[src/rtl/multichannel_enable_delay.sv]
// multichannel_enable_delay: per-channel turn-on / turn-off delay with short-pulse and short-gap suppression.
// Latency: delayed_enable_o follows enable_i after on_delay/off_delay cycles (delay 0 = one register stage).
// No backpressure: every channel is evaluated independently on every clock edge.
module multichannel_enable_delay #(
   parameter int N_CHANNELS    = 4,
   parameter int COUNTER_WIDTH = 16
) (
   input  logic                                clk_i,
   input  logic                                rst_i,
   input  logic [N_CHANNELS-1:0]               enable_i,
   input  logic [N_CHANNELS*COUNTER_WIDTH-1:0] on_delay_i,
   input  logic [N_CHANNELS*COUNTER_WIDTH-1:0] off_delay_i,
   output logic [N_CHANNELS-1:0]               delayed_enable_o,
   output logic [N_CHANNELS-1:0]               busy_o
);

   // Encoding chosen so bit 1 is the delayed enable and bit 0 is busy:
   // both outputs are then plain flop outputs with no decode glitches.
   typedef enum logic [1:0] {
      ST_OFF       = 2'b00,
      ST_ON_COUNT  = 2'b01,
      ST_ON        = 2'b10,
      ST_OFF_COUNT = 2'b11
   } state_e;

   for (genvar g = 0; g < N_CHANNELS; g++) begin : g_ch
      state_e                   state_q;
      state_e                   state_d;
      logic [COUNTER_WIDTH-1:0] cnt_q;
      logic [COUNTER_WIDTH-1:0] cnt_d;
      logic [COUNTER_WIDTH-1:0] on_dly;
      logic [COUNTER_WIDTH-1:0] off_dly;
      logic                     de_c;
      logic                     busy_c;

      assign on_dly  = on_delay_i[g*COUNTER_WIDTH +: COUNTER_WIDTH];
      assign off_dly = off_delay_i[g*COUNTER_WIDTH +: COUNTER_WIDTH];

      // State and counter registers; reset abandons any count in progress.
      always_ff @(posedge clk_i or posedge rst_i) begin
         if (rst_i) begin
            state_q <= ST_OFF;
            cnt_q   <= '0;
         end else begin
            state_q <= state_d;
            cnt_q   <= cnt_d;
         end
      end

      // Next state: the enable level (cancellation) always wins over count expiry.
      // Delays are captured only when leaving OFF/ON; later changes do not disturb a count.
      always_comb begin
         state_d = state_q;
         cnt_d   = cnt_q;
         case (state_q)
            ST_OFF: begin
               if (enable_i[g]) begin
                  if (on_dly == '0) begin
                     state_d = ST_ON;
                  end else begin
                     state_d = ST_ON_COUNT;
                     cnt_d   = on_dly - COUNTER_WIDTH'(1);
                  end
               end
            end
            ST_ON_COUNT: begin
               if (!enable_i[g]) begin
                  state_d = ST_OFF;
                  cnt_d   = '0;
               end else if (cnt_q == '0) begin
                  state_d = ST_ON;
               end else begin
                  cnt_d = cnt_q - COUNTER_WIDTH'(1);
               end
            end
            ST_ON: begin
               if (!enable_i[g]) begin
                  if (off_dly == '0) begin
                     state_d = ST_OFF;
                  end else begin
                     state_d = ST_OFF_COUNT;
                     cnt_d   = off_dly - COUNTER_WIDTH'(1);
                  end
               end
            end
            ST_OFF_COUNT: begin
               if (enable_i[g]) begin
                  state_d = ST_ON;
                  cnt_d   = '0;
               end else if (cnt_q == '0) begin
                  state_d = ST_OFF;
               end else begin
                  cnt_d = cnt_q - COUNTER_WIDTH'(1);
               end
            end
            default: begin
               state_d = ST_OFF;
               cnt_d   = '0;
            end
         endcase
      end

      // Outputs decoded from the registered state only.
      always_comb begin
         de_c   = (state_q == ST_ON)       || (state_q == ST_OFF_COUNT);
         busy_c = (state_q == ST_ON_COUNT) || (state_q == ST_OFF_COUNT);
      end

      assign delayed_enable_o[g] = de_c;
      assign busy_o[g]           = busy_c;
   end

endmodule

[config.mk]
export PLATFORM = sky130hd
export DESIGN_NAME = multichannel_enable_delay
export DESIGN_NICKNAME = d
export VERILOG_FILES = /design/src/rtl/multichannel_enable_delay.sv
export SDC_FILE = /design/constraint.sdc
export NUM_CORES = 1
export LEC_CHECK = 0
export CAP_MARGIN = 10
export CORE_UTILIZATION = 49
export DETAILED_ROUTE_END_ITERATION = 10
export GPL_TIMING_DRIVEN = 1
export PLACE_DENSITY = 0.8
export SLEW_MARGIN = 20
export SYNTH_ARGS = -nofsm -noshare
export SYNTH_HDL_FRONTEND = slang
export SYNTH_SLANG_ARGS = --single-unit
[constraint.sdc]
create_clock -name clk_i -period 3.1 [get_ports clk_i]
set_input_delay 0.31 -clock clk_i [delete_from_list [all_inputs] [get_ports clk_i]]
set_output_delay 0.31 -clock clk_i [all_outputs]
set_load 0.01 [all_outputs]
==> impl_metrics.py, run 1 <==
metrics = {
    "outcome": {
        "status": "finished, violations left",
        "failed_checks": "DRC",
    },
    "drt": {
        "drt_iter0_drc": 645,
        "first_pass_iters": 8,
        "via_per_inst": 6.14,
        "wl_mm": 20.6,
        "ant_nets": 0,
        "avgRoutedWirePerCell_um": 15.9,
        "vias": 7957,
        "drc_errors": 1,
    },
    "sta": {
        "slew_viol_final": 0,
        "fin_tns_setup_ns": 0,
        "hold_violations": 0,
        "skew_ns": 0.00573,
        "fmax_mhz": 373,
        "worst_slack_ns": 0.420,
        "setup_viol": 0,
        "rsz0062_at_grt": "false",
        "min_period_ns": 2.68,
        "period_share": 0.864,
        "maxSlewHeadroom": 0.565,
        "worstMarginPinSlew_ns": 0.645,
    },
    "synth": {
        "synth_fa_ha_area_frac": 0.0183,
        "synth_enable_flop_cells": 0,
        "synth-seq-area-share": 0.239,
        "synth_area_mm2": 0.00752,
        "yosys.area_share.simple": 0.284,
        "yosys_register_bits": 72,
        "avgSynthCellArea_um2": 7.67,
        "synth_top_family_by_area": "simple AND/OR/NAND/NOR gates",
        "netlist_instances": 981,
        "ys.flop_type": "dfrtp_1",
        "yosysWarnings": 0,
        "synth_xor_area_frac": 0.0803,
        "synth_compound_area_frac": 0.222,
        "synthArstFlopShare": 1.00,
        "synthMuxAreaShare": 0.110,
        "syn_nets": 1126,
        "ys_types": 79,
    },
    "floorplanning": {
        "die_h_um": 126,
        "pin_count": 142,
        "dieArea_mm2": 0.0159,
        "die_x_um": 126,
        "design.core.area_mm2": 0.0148,
        "num_rows": 44,
        "start_util": 0.510,
    },
    "placement": {
        "routabilityCongestion": 0.941,
        "io_buffers": 141,
        "pre_cts_ws_ns": 0.223,
        "place_inst": 1280,
        "dpl.hpwl_mm": 15.9,
    },
    "clock_tree": {
        "root_buffer": "clkbuf_16",
        "cts_resized": 0,
        "post_cts_buffers": 0,
        "clock_path_buffers": 2,
        "clock_latency_ns": 0.34,
        "clkSinkCount": 72,
        "cts_buffers": 9,
        "tritoncts": "built",
        "cts_hold_buf": 0,
        "path_clk_slew_ns": 0.06,
        "cts_htree_levels": 3,
    },
    "pwr": {
        "internal-power_mw": 3.93,
        "switching_power_mw": 3.26,
        "power_frac_seq": 0.253,
        "p_leak_nw": 3.67,
        "power_frac_comb": 0.591,
        "clkPwrFrac": 0.156,
        "sw_frac_of_total": 0.453,
        "power_density_mw_per_mm2": 760,
        "irDropWorstVdd_mv": 0.441,
    },
    "worst_setup_path": {
        "critPathCapture": "g_ch[2].cnt_q[12]",
        "cp.required_ns": 3.33,
        "crit_path_start": "g_ch[2].state_q[0]",
        "worst-setup-path-type": "reg -> reg",
        "reg2reg_depth": 9,
        "arrival_ns": 2.91,
        "ff2ff_setup_slack_ns": 0.42,
        "crit_path_end_kind": "flop",
        "worstReg2RegEnd": "g_ch[2].cnt_q[12]",
        "r2r_start": "g_ch[2].state_q[0]",
        "crit_fanout": 21,
        "cp-start-kind": "flop",
    },
    "global_route": {
        "antenna_found_initial": 0,
        "gr-total-overflow": 0,
        "grt_pass1_wl_mm": 35.1,
        "grt_max_degree": 46,
        "grt_pass1_vias": 7486,
        "grtUsageTotal": 0.265,
    },
    "worst_hold_path": {
        "hold_class": "in -> async",
    },
    "layout": {
        "drive_above_1_share": 0.0710,
        "area_delta_synth_final_pct": 25.9,
        "fin_util": 0.642,
        "multiInputGateArea_mm2": 0.00539,
        "fillers": 1307,
        "final_cell_mix": "141 x clkdlybuf4s50_1, 136 x nor2_1, 74 x mux2i_1",
        "final_common_cell": "clkdlybuf4s50_1",
        "fin_cells": 1296,
        "final_nets": 1252,
        "diodes": 0,
        "seq_area_mm2": 0.00180,
    },
    "run": {
        "max-cap-violations": 0,
    },
}
==> state kept, by name, summed over array words and instances (netlist names) <==
register      cells
g_ch.cnt_q       64
g_ch.state_q      8
==> per-layer routing <==
metal | track usage | share of wire | vias to the layer above
met4 | 0.0659 | 0.012 | 0
li1 | - | - | 3910
met2 | 0.447 | 0.47 | 295
met5 | 0 | 0 | -
met1 | 0.364 | 0.47 | 3731
met3 | 0.0276 | 0.048 | 21
==> critical path, cell delays in order, from the launching register on <==
cell and delay [ns]:
dfrtp_1 0.38, nor2b_1 0.11, buf_4 0.28, mux2i_1 0.30, ha_1 0.26, nand2b_1 0.17, nor4b_1 0.44, xor2_1 0.25
o31ai_1 0.10, a32o_1 0.26
==> synth_stat cells, types with 7 or more instances <==
cell | count | area share
xnor2_1 | 32 | 0.037
a31oi_1 | 8 | 0.0067
a21oi_1 | 57 | 0.038
o22ai_1 | 15 | 0.012
dfrtp_1 | 72 | 0.24
clkbuf_1 | 34 | 0.017
a22o_1 | 10 | 0.012
o21ai_0 | 73 | 0.049
xor2_1 | 37 | 0.043
inv_1 | 18 | 0.0090
or3_1 | 21 | 0.017
nand3_1 | 15 | 0.010
nor4_1 | 29 | 0.024
nor2_1 | 136 | 0.068
ha_1 | 11 | 0.018
o211ai_1 | 9 | 0.0090
buf_4 | 9 | 0.0090
nor3_1 | 62 | 0.041
nor2b_1 | 10 | 0.0083
o31ai_1 | 8 | 0.0080
buf_2 | 8 | 0.0053
mux2_2 | 8 | 0.012
nand2b_1 | 18 | 0.015
or4_1 | 12 | 0.012
mux2i_1 | 74 | 0.098
nand2_1 | 61 | 0.030
a22oi_1 | 7 | 0.0070
==> area by class of cell <==
| class | instances | area share |
|---|---|---|
| Timing Repair Buffer | 173 | 0.176 |
| Tap cell | 184 | 0.0243 |
| Clock buffer | 10 | 0.0242 |
| Inverter | 19 | 0.00753 |
| Sequential cell | 72 | 0.190 |
| Clock inverter | 6 | 0.00964 |
| Multi-Input combinational cell | 832 | 0.569 |
==> power by group through the flow <==
stage / Clock, mW / Sequential, mW / Combinational [mW]
floorplan: 0 / 1.72 / 3.15
global placement: 0 / 1.80 / 4.12
detailed placement: 0 / 1.81 / 4.21
CTS: 1.15 / 1.81 / 4.22
global route: 1.19 / 1.89 / 4.69
finish: 1.12 / 1.82 / 4.25
==> worst min-delay path by stage <==
| stage | depth (start not counted) | endpoint | slack, ns |
|---|---|---|---|
| after floorplan | 2 | g_ch[3].cnt_q[11] | 0.46 |
| after global placement | 2 | g_ch[0].cnt_q[9] | 0.48 |
| after detailed placement | 2 | g_ch[3].cnt_q[11] | 0.49 |
| after CTS | 2 | g_ch[2].cnt_q[0] | 0.38 |
| after global routing | 2 | g_ch[3].state_q[1] | 0.42 |
| final | 2 | g_ch[3].state_q[1] | 0.37 |
==> logic make-up after synthesis <==
group | count (synthesis)
compound gates | 258
xor+xnor | 69
buf+inv | 77
mux | 82
simple gates | 412
fa+ha+maj | 11
flops | 72
==> through the flow <==
| stage | cell area, um^2 | total power [mW] | hold slack, ns |
|---|---|---|---|
| after global placement | 9150 | 5.93 | 0.485 |
| after global routing | 9470 | 7.77 | 0.422 |
| after detailed placement | 9150 | 6.02 | 0.490 |
| after floorplan | 7520 | 4.86 | 0.461 |
| final | 9470 | 7.20 | 0.373 |
| after CTS | 9470 | 7.18 | 0.383 |
No activity file was read; power rests on OpenSTA's default activity.
==> run 2: changes to the inputs <==
--- a/config.mk
+++ b/config.mk
@@ -9,7 +9,7 @@
 export CORE_UTILIZATION = 49
 export DETAILED_ROUTE_END_ITERATION = 10
 export GPL_TIMING_DRIVEN = 1
-export PLACE_DENSITY = 0.8
+export PLACE_DENSITY = 0.79
 export SLEW_MARGIN = 20
 export SYNTH_ARGS = -nofsm -noshare
 export SYNTH_HDL_FRONTEND = slang
==> run 2 against run 1 <==
Net effect: the flow still finishes with violations (DRC); largest cell class unchanged; highest routed layer unchanged; die area did not move; global-route usage fell by 0.13 points; flip-flop and latch count did not move; combinational power barely moved; via count rose by 0.50%; critical path type unchanged.
==> impl_metrics.py, run 2 (same netlist as run 1, synthesis figures left out) <==
metrics = {
    "outcome": {
        "status": "finished, violations left",
        "failed_checks": "DRC",
    },
    "worst_setup_path": {
        "path_buf_inv": 1,
        "cp.required_ns": 3.32,
        "arrival_ns": 2.90,
        "slowest_delay_ns": 0.40,
        "cp-start-kind": "flop",
        "worst-setup-path-type": "reg -> reg",
        "crit_path_top_delay_cell": "nor4b_1",
        "critPathTopFamily": "simple AND/OR/NAND/NOR gates",
        "crit_path_end_kind": "flop",
        "crit_path_cell_trace": "nor2b_1, buf_4, mux2i_1, ha_1, nand2b_1, nor4b_1, xor2_1, o31ai_1, a32o_1",
        "reg2reg_depth": 9,
        "worst-path-stages": 9,
        "crit_fanout": 21,
    },
    "pwr": {
        "p_total_mw": 7.11,
        "irDropWorstVdd_mv": 0.345,
        "p_leak_nw": 3.65,
        "power_density_mw_per_mm2": 754,
    },
    "clock_tree": {
        "post_cts_buffers": 0,
        "clkSinkCount": 72,
        "root_buffer": "clkbuf_16",
        "cts_buffers": 9,
        "path_clk_slew_ns": 0.06,
        "clock_path_buffers": 2,
        "cts_htree_levels": 3,
        "clock_latency_ns": 0.34,
        "cts_hold_buf": 0,
        "tritoncts": "built",
        "cts_resized": 0,
    },
    "sta": {
        "min_period_ns": 2.68,
        "rsz0062_at_grt": "false",
        "worstMarginPinSlew_ns": 0.639,
        "skew_ns": 0.00779,
        "slew_viol_final": 0,
        "hold_violations": 0,
        "setup_viol": 0,
        "period_share": 0.865,
        "maxSlewHeadroom": 0.568,
        "fmax_mhz": 373,
        "fin_tns_setup_ns": 0,
    },
    "drt": {
        "avgRoutedWirePerCell_um": 16.0,
        "wl_mm": 20.7,
        "vias": 7997,
        "via_per_inst": 6.17,
        "ant_nets": 0,
        "drt_iter0_drc": 760,
        "first_pass_iters": 8,
        "drc_errors": 1,
    },
    "layout": {
        "diodes": 0,
        "area_delta_synth_final_pct": 25.3,
        "fin_cells": 1296,
        "regMostFlops": "g_ch.cnt_q",
        "fillers": 1284,
        "reg.largest.list": "g_ch.cnt_q (64), g_ch.state_q (8)",
        "final_cell_mix": "141 x clkdlybuf4s50_1, 136 x nor2_1, 74 x mux2i_1",
        "drive_above_1_share": 0.0692,
        "final_common_cell": "clkdlybuf4s50_1",
        "final_nets": 1253,
        "fin_util": 0.639,
        "largest_reg_flops": 64,
        "finish.instance_area_mm2": 0.00943,
    },
    "floorplanning": {
        "design.core.area_mm2": 0.0148,
        "num_rows": 44,
        "dieArea_mm2": 0.0159,
        "die_x_um": 126,
        "die_h_um": 126,
        "start_util": 0.510,
        "pin_count": 142,
    },
    "placement": {
        "dpl.hpwl_mm": 15.8,
        "placed_area_mm2": 0.00915,
        "routabilityCongestion": 0.943,
        "place_inst": 1281,
        "io_buffers": 141,
    },
    "global_route": {
        "antenna_found_initial": 0,
        "grt_pass1_vias": 7531,
        "grt_max_degree": 28,
        "grt_pass1_wl_mm": 35.1,
        "grtUsageTotal": 0.264,
        "gr-total-overflow": 0,
    },
    "run": {
        "max-cap-violations": 0,
    },
    "worst_hold_path": {
        "hold_class": "in -> async",
    },
}
## run 2: path summary, 6_finish.rpt
check | to | startpoint | slack [ns]
setup / recovery | g_ch[2].cnt_q[12] | g_ch[2].state_q[0] | 0.42
hold reg to reg | g_ch[3].cnt_q[11] | g_ch[3].cnt_q[11] | 0.52
hold / removal | g_ch[0].state_q[1] | rst_i | 0.35
max in group asynchronous | g_ch[3].cnt_q[11] | rst_i | 1.96
setup reg to reg | g_ch[2].cnt_q[12] | g_ch[2].state_q[0] | 0.42
min in group clk_i | g_ch[3].cnt_q[11] | g_ch[3].cnt_q[11] | 0.52
## run 2: cell type report
cell class / instances / area, um^2 / area share
multi-input combinational: 832 / 5390 / 0.571
clock inverter: 3 / 43.8 / 0.00464
clock buffer: 12 / 236 / 0.0251
inverter: 19 / 71.3 / 0.00756
tap: 184 / 230 / 0.0244
timing repair buffer: 174 / 1660 / 0.176
sequential: 72 / 1800 / 0.191
## run 2: per-layer routing
| metal | wire length, um | GRT usage | up-vias |
|---|---|---|---|
| met4 | 273 | 0.0751 | 0 |
| met2 | 9760 | 0.437 | 335 |
| met3 | 1030 | 0.0297 | 27 |
| li1 | - | - | 3914 |
| met5 | 0 | 0 | - |
| met1 | 9620 | 0.364 | 3721 |
## run 2: stage by stage
step	setup slack, ns	hold slack (ns)
after floorplan	0.188	0.461
after global placement	0.270	0.490
after detailed placement	0.221	0.491
after CTS	0.451	0.358
after global routing	0.193	0.409
final	0.419	0.354
## run 2: power breakdown
part	switching [mW]	internal [mW]	leakage, nW
sequential	0.455	1.37	0.900
clock	0.399	0.620	0.137
combinational	2.41	1.85	2.61
## run 2: worst reg2reg max path, cell delays in order, from the launching register on
cell	delay, ns
dfrtp_1	0.39
nor2b_1	0.12
buf_4	0.28
mux2i_1	0.30
ha_1	0.26
nand2b_1	0.18
nor4b_1	0.40
xor2_1	0.26
o31ai_1	0.11
a32o_1	0.26
==> run 3: changes to the inputs <==
--- a/config.mk
+++ b/config.mk
@@ -6,6 +6,7 @@
 export NUM_CORES = 1
 export LEC_CHECK = 0
 export CAP_MARGIN = 10
+export CORE_ASPECT_RATIO = 1.25
 export CORE_UTILIZATION = 49
 export DETAILED_ROUTE_END_ITERATION = 10
 export GPL_TIMING_DRIVEN = 1
==> run 3 against run 2 <==
Net effect: the flow now finishes without violations; non-clock buffer count fell by 2; sequential power barely moved; total power rose by 2.4%; fmax rose by 0.30%; utilization fell by 0.72 points; critical path depth fell by 1; final area rose by 0.61%; count of clock-buffer cells in the layout fell by 1; flip-flop and latch count did not move; setup slack improved by 0.0081 ns; global-route usage rose by 0.19 points; largest power group unchanged; worst hold slack got worse by 0.045 ns.
==> impl_metrics.py, run 3 (same netlist as run 1, synthesis figures left out) <==
metrics = {
    "floorplanning": {
        "num_rows": 50,
        "dieArea_mm2": 0.0159,
        "start_util": 0.501,
        "die_x_um": 113,
        "die_h_um": 141,
        "design.core.area_mm2": 0.0150,
        "pin_count": 142,
    },
    "layout": {
        "area_delta_synth_final_pct": 26.1,
        "reg.largest.list": "g_ch.cnt_q (64), g_ch.state_q (8)",
        "drive_above_1_share": 0.0711,
        "diodes": 0,
        "final_cell_mix": "141 x clkdlybuf4s50_1, 136 x nor2_1, 74 x mux2i_1",
        "fin_util": 0.632,
        "final_nets": 1251,
        "largest_reg_flops": 64,
        "finish.instance_area_mm2": 0.00949,
        "fin_cells": 1293,
        "regMostFlops": "g_ch.cnt_q",
        "final_common_cell": "clkdlybuf4s50_1",
    },
    "sta": {
        "min_period_ns": 2.67,
        "maxSlewHeadroom": 0.510,
        "fmax_mhz": 374,
        "worstMarginPinSlew_ns": 0.726,
        "hold_slack_ns": 0.309,
        "worst_slack_ns": 0.428,
        "rsz0062_at_grt": "false",
        "hold_violations": 0,
        "skew_ns": 0.00454,
        "fin_tns_setup_ns": 0,
        "period_share": 0.862,
        "slew_viol_final": 0,
        "setup_viol": 0,
    },
    "drt": {
        "ant_nets": 0,
        "first_pass_iters": 6,
        "wl_mm": 20.6,
        "drc_errors": 0,
        "avgRoutedWirePerCell_um": 15.9,
        "via_per_inst": 6.12,
        "drt_iter0_drc": 520,
        "vias": 7916,
    },
    "clock_tree": {
        "clkSinkCount": 72,
        "cts_hold_buf": 0,
        "clock_latency_ns": 0.34,
        "post_cts_buffers": 0,
        "cts_resized": 0,
        "cts_buffers": 9,
        "cts_htree_levels": 3,
        "clock_path_buffers": 2,
        "tritoncts": "built",
        "path_clk_slew_ns": 0.06,
        "root_buffer": "clkbuf_16",
    },
    "pwr": {
        "p_total_mw": 7.29,
        "power_frac_comb": 0.582,
        "sw_frac_of_total": 0.444,
        "clkPwrFrac": 0.169,
        "switching_power_mw": 3.23,
        "p_leak_nw": 3.67,
        "power_density_mw_per_mm2": 768,
        "internal-power_mw": 4.05,
        "power_frac_seq": 0.249,
        "irDropWorstVdd_mv": 0.451,
    },
    "worst_setup_path": {
        "arrival_ns": 2.88,
        "worst-setup-path-type": "reg -> reg",
        "crit_path_start": "g_ch[1].state_q[0]",
        "ff2ff_setup_slack_ns": 0.43,
        "cp-start-kind": "flop",
        "crit_path_end_kind": "flop",
        "reg2reg_depth": 8,
        "worstReg2RegEnd": "g_ch[1].cnt_q[14]",
        "crit_fanout": 22,
        "cp.required_ns": 3.31,
        "r2r_start": "g_ch[1].state_q[0]",
    },
    "placement": {
        "io_buffers": 141,
        "place_inst": 1277,
        "placed_area_mm2": 0.00913,
        "pre_cts_ws_ns": 0.212,
        "dpl.hpwl_mm": 16.0,
        "routabilityCongestion": 0.920,
    },
    "global_route": {
        "grt_max_degree": 34,
        "grt_pass1_wl_mm": 35.0,
        "gr-total-overflow": 0,
        "grt_pass1_vias": 7624,
        "antenna_found_initial": 0,
        "grtUsageTotal": 0.266,
    },
    "run": {
        "max-cap-violations": 0,
    },
    "outcome": {
        "status": "completed",
    },
    "worst_hold_path": {
        "hold_class": "in -> async",
    },
}
-- run 3: cell count changes in the layout (fill, tap and decap cells not counted) --
cell,delta
bufinv_16,+2
clkbuf_8,+2
clkinvlp_4,+1
buf_4,-2
clkbuf_1,-3
clkinv_4,-1
-- run 3: final cells by class --
cell class / count / area (um^2)
multi-input combinational: 832 / 5390
sequential: 72 / 1800
clock inverter: 5 / 103
timing repair buffer: 172 / 1640
fill: 1327 / 5530
tap: 182 / 228
inverter: 19 / 71.3
clock buffer: 11 / 253
-- run 3: per-layer routing --
metal | up-vias | GRT usage | share of wire
met1 | 3693 | 0.333 | 0.43
met5 | - | 0 | 0
met2 | 277 | 0.465 | 0.50
met4 | 0 | 0.0968 | 0.021
li1 | 3906 | - | -
met3 | 40 | 0.0355 | 0.046
-- run 3: worst max path at each step --
stage,to,slack [ns],depth (start not counted)
CTS,g_ch[1].cnt_q[14],0.47,8
global placement,g_ch[0].cnt_q[8],0.26,7
global route,g_ch[1].cnt_q[12],0.20,6
finish,g_ch[1].cnt_q[14],0.43,8
detailed placement,g_ch[0].cnt_q[8],0.21,7
floorplan,g_ch[0].cnt_q[12],0.19,10
-- run 3: power by group through the flow --
stage | Sequential [mW] | Combinational, mW | Clock, mW
finish | 1.81 | 4.24 | 1.23
global route | 1.89 | 4.70 | 1.29
floorplan | 1.72 | 3.15 | 0
global placement | 1.80 | 4.12 | 0
detailed placement | 1.81 | 4.19 | 0
CTS | 1.80 | 4.22 | 1.25
-- run 3: critical path, cell delays in order (launching register included) --
cell       delay [ns]
dfrtp_1          0.38
nor2b_2          0.19
buf_4            0.34
mux2i_1          0.33
nand4bb_1        0.22
nor4bb_1         0.54
o21ai_0          0.22
xnor2_1          0.20
o221ai_1         0.12
==> RTL change 1 (settings of run 3) <==
The 4 states of `state_e` get a one-hot encoding in 4 bits.
--- a/src/rtl/multichannel_enable_delay.sv
+++ b/src/rtl/multichannel_enable_delay.sv
@@ -18,7 +18,7 @@
    // both outputs are then plain flop outputs with no decode glitches.
-   typedef enum logic [1:0] {
-      ST_OFF       = 2'b00,
-      ST_ON_COUNT  = 2'b01,
-      ST_ON        = 2'b10,
-      ST_OFF_COUNT = 2'b11
+   typedef enum logic [3:0] {
+      ST_OFF       = 4'b0001,
+      ST_ON_COUNT  = 4'b0010,
+      ST_ON        = 4'b0100,
+      ST_OFF_COUNT = 4'b1000
    } state_e;
Behaviour: no difference found for any inputs over 4 cycles, from zero or initial values and one cycle with rst_i high; so few cycles prove little.
==> RTL change 1 against run 3 <==
  * Final area is 12% higher
  * Final cell count rose by 14%
  * Total power rose by 6.7%
  * Synthesized area up 13%
  * Routed wire length grew 25%
  * Fmax decreased by 11%
  * Count of clock-buffer cells in the layout up 2
  * Worst setup slack got worse by 0.32 ns
  * Sequential cell count is 8 higher
==> RTL change 1: results (changes against run 3) <==
- Worst Skew: 0.008266 ns (was 0.004536 ns)
- Wl on met1: 10,680 um (was 8856 um)
- Dpl ws: 0.006799 ns (was 0.2121 ns)
- Xor/xnor cell area share of the yosys netlist: 8.828% (was 8.033%)
- Seq/Total Area, Yosys: 23.52% (was 23.95%)
- FF-to-FF Start: g_ch[3].state_q[0] (was g_ch[1].state_q[0])
- Net Sw Frac: 48.46% (was 44.39%)
- Share of cells above drive strength 1: 8.831% (was 7.111%)
- Most frequent cells after synthesis: o21ai_0, nor2_1, dfrtp_1 (was nor2_1, mux2i_1, o21ai_0)
- Max VDD drop: 0.0003981 V (was 0.0004514 V)
- Slowest stage delay, CP: 0.59 ns (was 0.54 ns)
- Initial DRC Count: 597 (was 520)
- Placed cell area: 10,320 sq um (was 9131 sq um)
- Post-synthesis mux area share: 3.974% (was 11.04%)
- Met2 Use GR: 51.58% (was 46.49%)
- Synthesized instance count: 1,120 (was 981)
- Post-synthesis compound-gate area fraction: 27.70% (was 22.22%)
- Via Count: 9,528 (was 7,916)
- Status: completed (unchanged)
- DR WL met2: 13,040 um (was 10,380 um)
- Met3 global-route usage: 3.773% (was 3.548%)
- DP HPWL: 20,060 um (was 15,980 um)
- Final #Nets: 1,395 (was 1,251)
- Met1 GRT Util: 34.98% (was 33.27%)
- Post-route insts no fill: 1,477 (was 1,293)
- Met3 WL: 1264 um (was 948 um)
- Vias in the first global route: 9,109 (was 7,624)
## RTL change 1: cell types whose count changed after synthesis, sizes merged, moves of 9 or more
| cell | change |
|---|---|
| a221oi | +11 |
| nand2b | -10 |
| xnor2 | +9 |
| nor2 | -28 |
| a31oi | +10 |
| nor3 | +11 |
| o21ai | +42 |
| buf | +13 |
| nand3 | +11 |
| mux2i | -48 |
| and3 | +19 |
## RTL change 1: area by class of cell
cell class	count	area [sq um]
Clock buffer	13	260.3
Clock inverter	3	40.04
Fill cell	1556	6282
Inverter	26	98.84
Multi-Input combinational cell	945	6155
Sequential cell	80	2007
Tap cell	220	275.3
Timing Repair Buffer	190	1792
## RTL change 1: power groups by stage
stage | clock network, W | registers [W] | logic [W]
final | 0.00107 | 0.00199 | 0.00471
after detailed placement | 0 | 0.00198 | 0.00460
after floorplan | 0 | 0.00177 | 0.00349
after CTS | 0.00109 | 0.00198 | 0.00463
after global routing | 0.00114 | 0.00206 | 0.00521
after global placement | 0 | 0.00196 | 0.00453
==> RTL change 2 (config.mk and constraints of run 3) <==
Without the edit above. Change the parameter `COUNTER_WIDTH` from 16 to 32.
--- a/src/rtl/multichannel_enable_delay.sv
+++ b/src/rtl/multichannel_enable_delay.sv
@@ -5,3 +5,3 @@
    parameter int N_CHANNELS    = 4,
-   parameter int COUNTER_WIDTH = 16
+   parameter int COUNTER_WIDTH = 32
 ) (
Interface: changed (resized off_delay_i and on_delay_i); port bits go from 142 to 270. No check against the original RTL was run, so the function may have changed too.
==> RTL change 2 against run 3 <==
  * Hold slack better by 0.099 ns
  * Worst setup slack worse by 0.31 ns
  * Routed wire length up 140%
  * Sequential cell count up 64
  * Total power up 70%
  * Synthesized area up 90%
  * First-iteration DRC count rose to 3.5 times the old value
  * Final area up 94%
  * Critical path type unchanged
  * Critical endpoint is now g_ch[2].cnt_q[24]
  * Largest power group unchanged
  * Highest routed layer unchanged
==> RTL change 2: results (changes against run 3) <==
- Fin Hold WS: 0.4075 ns (was 0.3090 ns)
- Total global-route track usage: 33.43% (was 26.60%)
- Fin crit period: 2.985 ns (was 2.672 ns)
- Global placement routability congestion: 0.9616 (was 0.9202)
- Synth area leaders: dfrtp_1, mux2i_1, nor2_1 (unchanged)
- Initial DRC Count: 1,797 (was 520)
- Post-route insts no fill: 2,567 (was 1,293)
- Status: completed (unchanged)
- Largest net degree at the start of global routing: 45 (was 34)
- Share of cells above drive strength 1: 8.728% (was 7.111%)
- Pre-Repair DR Iteration Count: 7 (was 6)
- Adder-cell share of the synthesized area: 0.9607% (was 1.829%)
- Synthesized instance count: 1,895 (was 981)
- Via Count: 16,430 (was 7,916)
- Worst skew pair latency: 0.43 ns (was 0.34 ns)
- Worst path arrival time: 3.29 ns (was 2.88 ns)
- Slowest stage delay, CP: 0.46 ns (was 0.54 ns)
- WL/cell: 19.53 um (was 15.95 um)
- Xor/xnor cell area share of the yosys netlist: 7.825% (was 8.033%)
- H-tree depth: 4 (was 3)
- Worst-Margin Slew: 0.8955 ns (was 0.7261 ns)
- P_leak: 6.951 nW (was 3.672 nW)
- Num CTS Buffers: 17 (was 9)
- DP HPWL: 39,340 um (was 15,980 um)
- Final #Nets: 2,439 (was 1,251)
- Crit Path Max Fanout: 6 (was 22)
- Met3 WL: 3557 um (was 948 um)
- Count of cell types in the netlist: 93 (was 79)
==> RTL change 2: cell count changes after synthesis, sizes merged, moves of 31 or more <==
cell / delta
nand2: +102
nor2: +98
o21ai: +84
mux2i: +82
dfrtp: +64
nor3: +60
nor4: +47
a21oi: +41
nand3: +36
xnor2: +36
clkbuf: +32
or3: +31
==> RTL change 2: per-stage QoR <==
step	util [%]	cell area (sq um)
detailed placement	62.35	17820
finish	64.52	18440
CTS	64.39	18400
floorplan	-	14430
global route	64.52	18440
global placement	62.35	17820
==> RTL change 2: logic make-up after synthesis <==
kind of cell	after synthesis
AO/OA/AOI/OAI	466
adder cells (fa/ha/maj)	11
buffers and inverters	137
AND/OR/NAND/NOR	850
XOR/XNOR	128
flip-flops	136
multiplexers	167
==> RTL change 2: final cells by class <==
type / count / area [sq um]
clock buffers: 17 / 425.4
repair buffers: 364 / 3460
fillers: 2468 / 10140
flip-flops and latches: 136 / 3403
multi-input cells: 1622 / 10410
inverters: 25 / 97.59
well taps: 390 / 488.0
clock inverters: 13 / 157.7
==> RTL change 2: final timing paths <==
path                                    start  depth (start not counted)                 to
setup / recovery           g_ch[2].state_q[0]                         10  g_ch[2].cnt_q[24]
hold / removal                          rst_i                          2   g_ch[1].cnt_q[7]
setup reg to reg           g_ch[2].state_q[0]                         10  g_ch[2].cnt_q[24]
hold reg to reg              g_ch[3].cnt_q[7]                          2   g_ch[3].cnt_q[7]
max in group asynchronous               rst_i                          3  g_ch[3].cnt_q[31]
min in group clk_i           g_ch[3].cnt_q[7]                          2   g_ch[3].cnt_q[7]
==> RTL change 2: where the power goes <==
group	total (W)	switching (W)	internal, W	leakage (nW)
Combinational	0.00701	0.00406	0.00295	4.96
Sequential	0.00328	0.000791	0.00249	1.72
Clock	0.00205	0.000806	0.00125	0.276
==> RTL change 2: timing repair <==
item,in CTS,in global routing
endpoints found under the setup margin,0,7
buffers inserted,0,1
hold endpoints to repair,0,0
resized for setup,0,5
hold buffers,0,0
==> RTL change 2: metal layers <==
metal | vias up | track usage (%)
li1 | 7630 | -
met2 | 871 | 58.19
met3 | 144 | 4.113
met5 | - | 0
met1 | 7783 | 41.52
met4 | 0 | 14.78
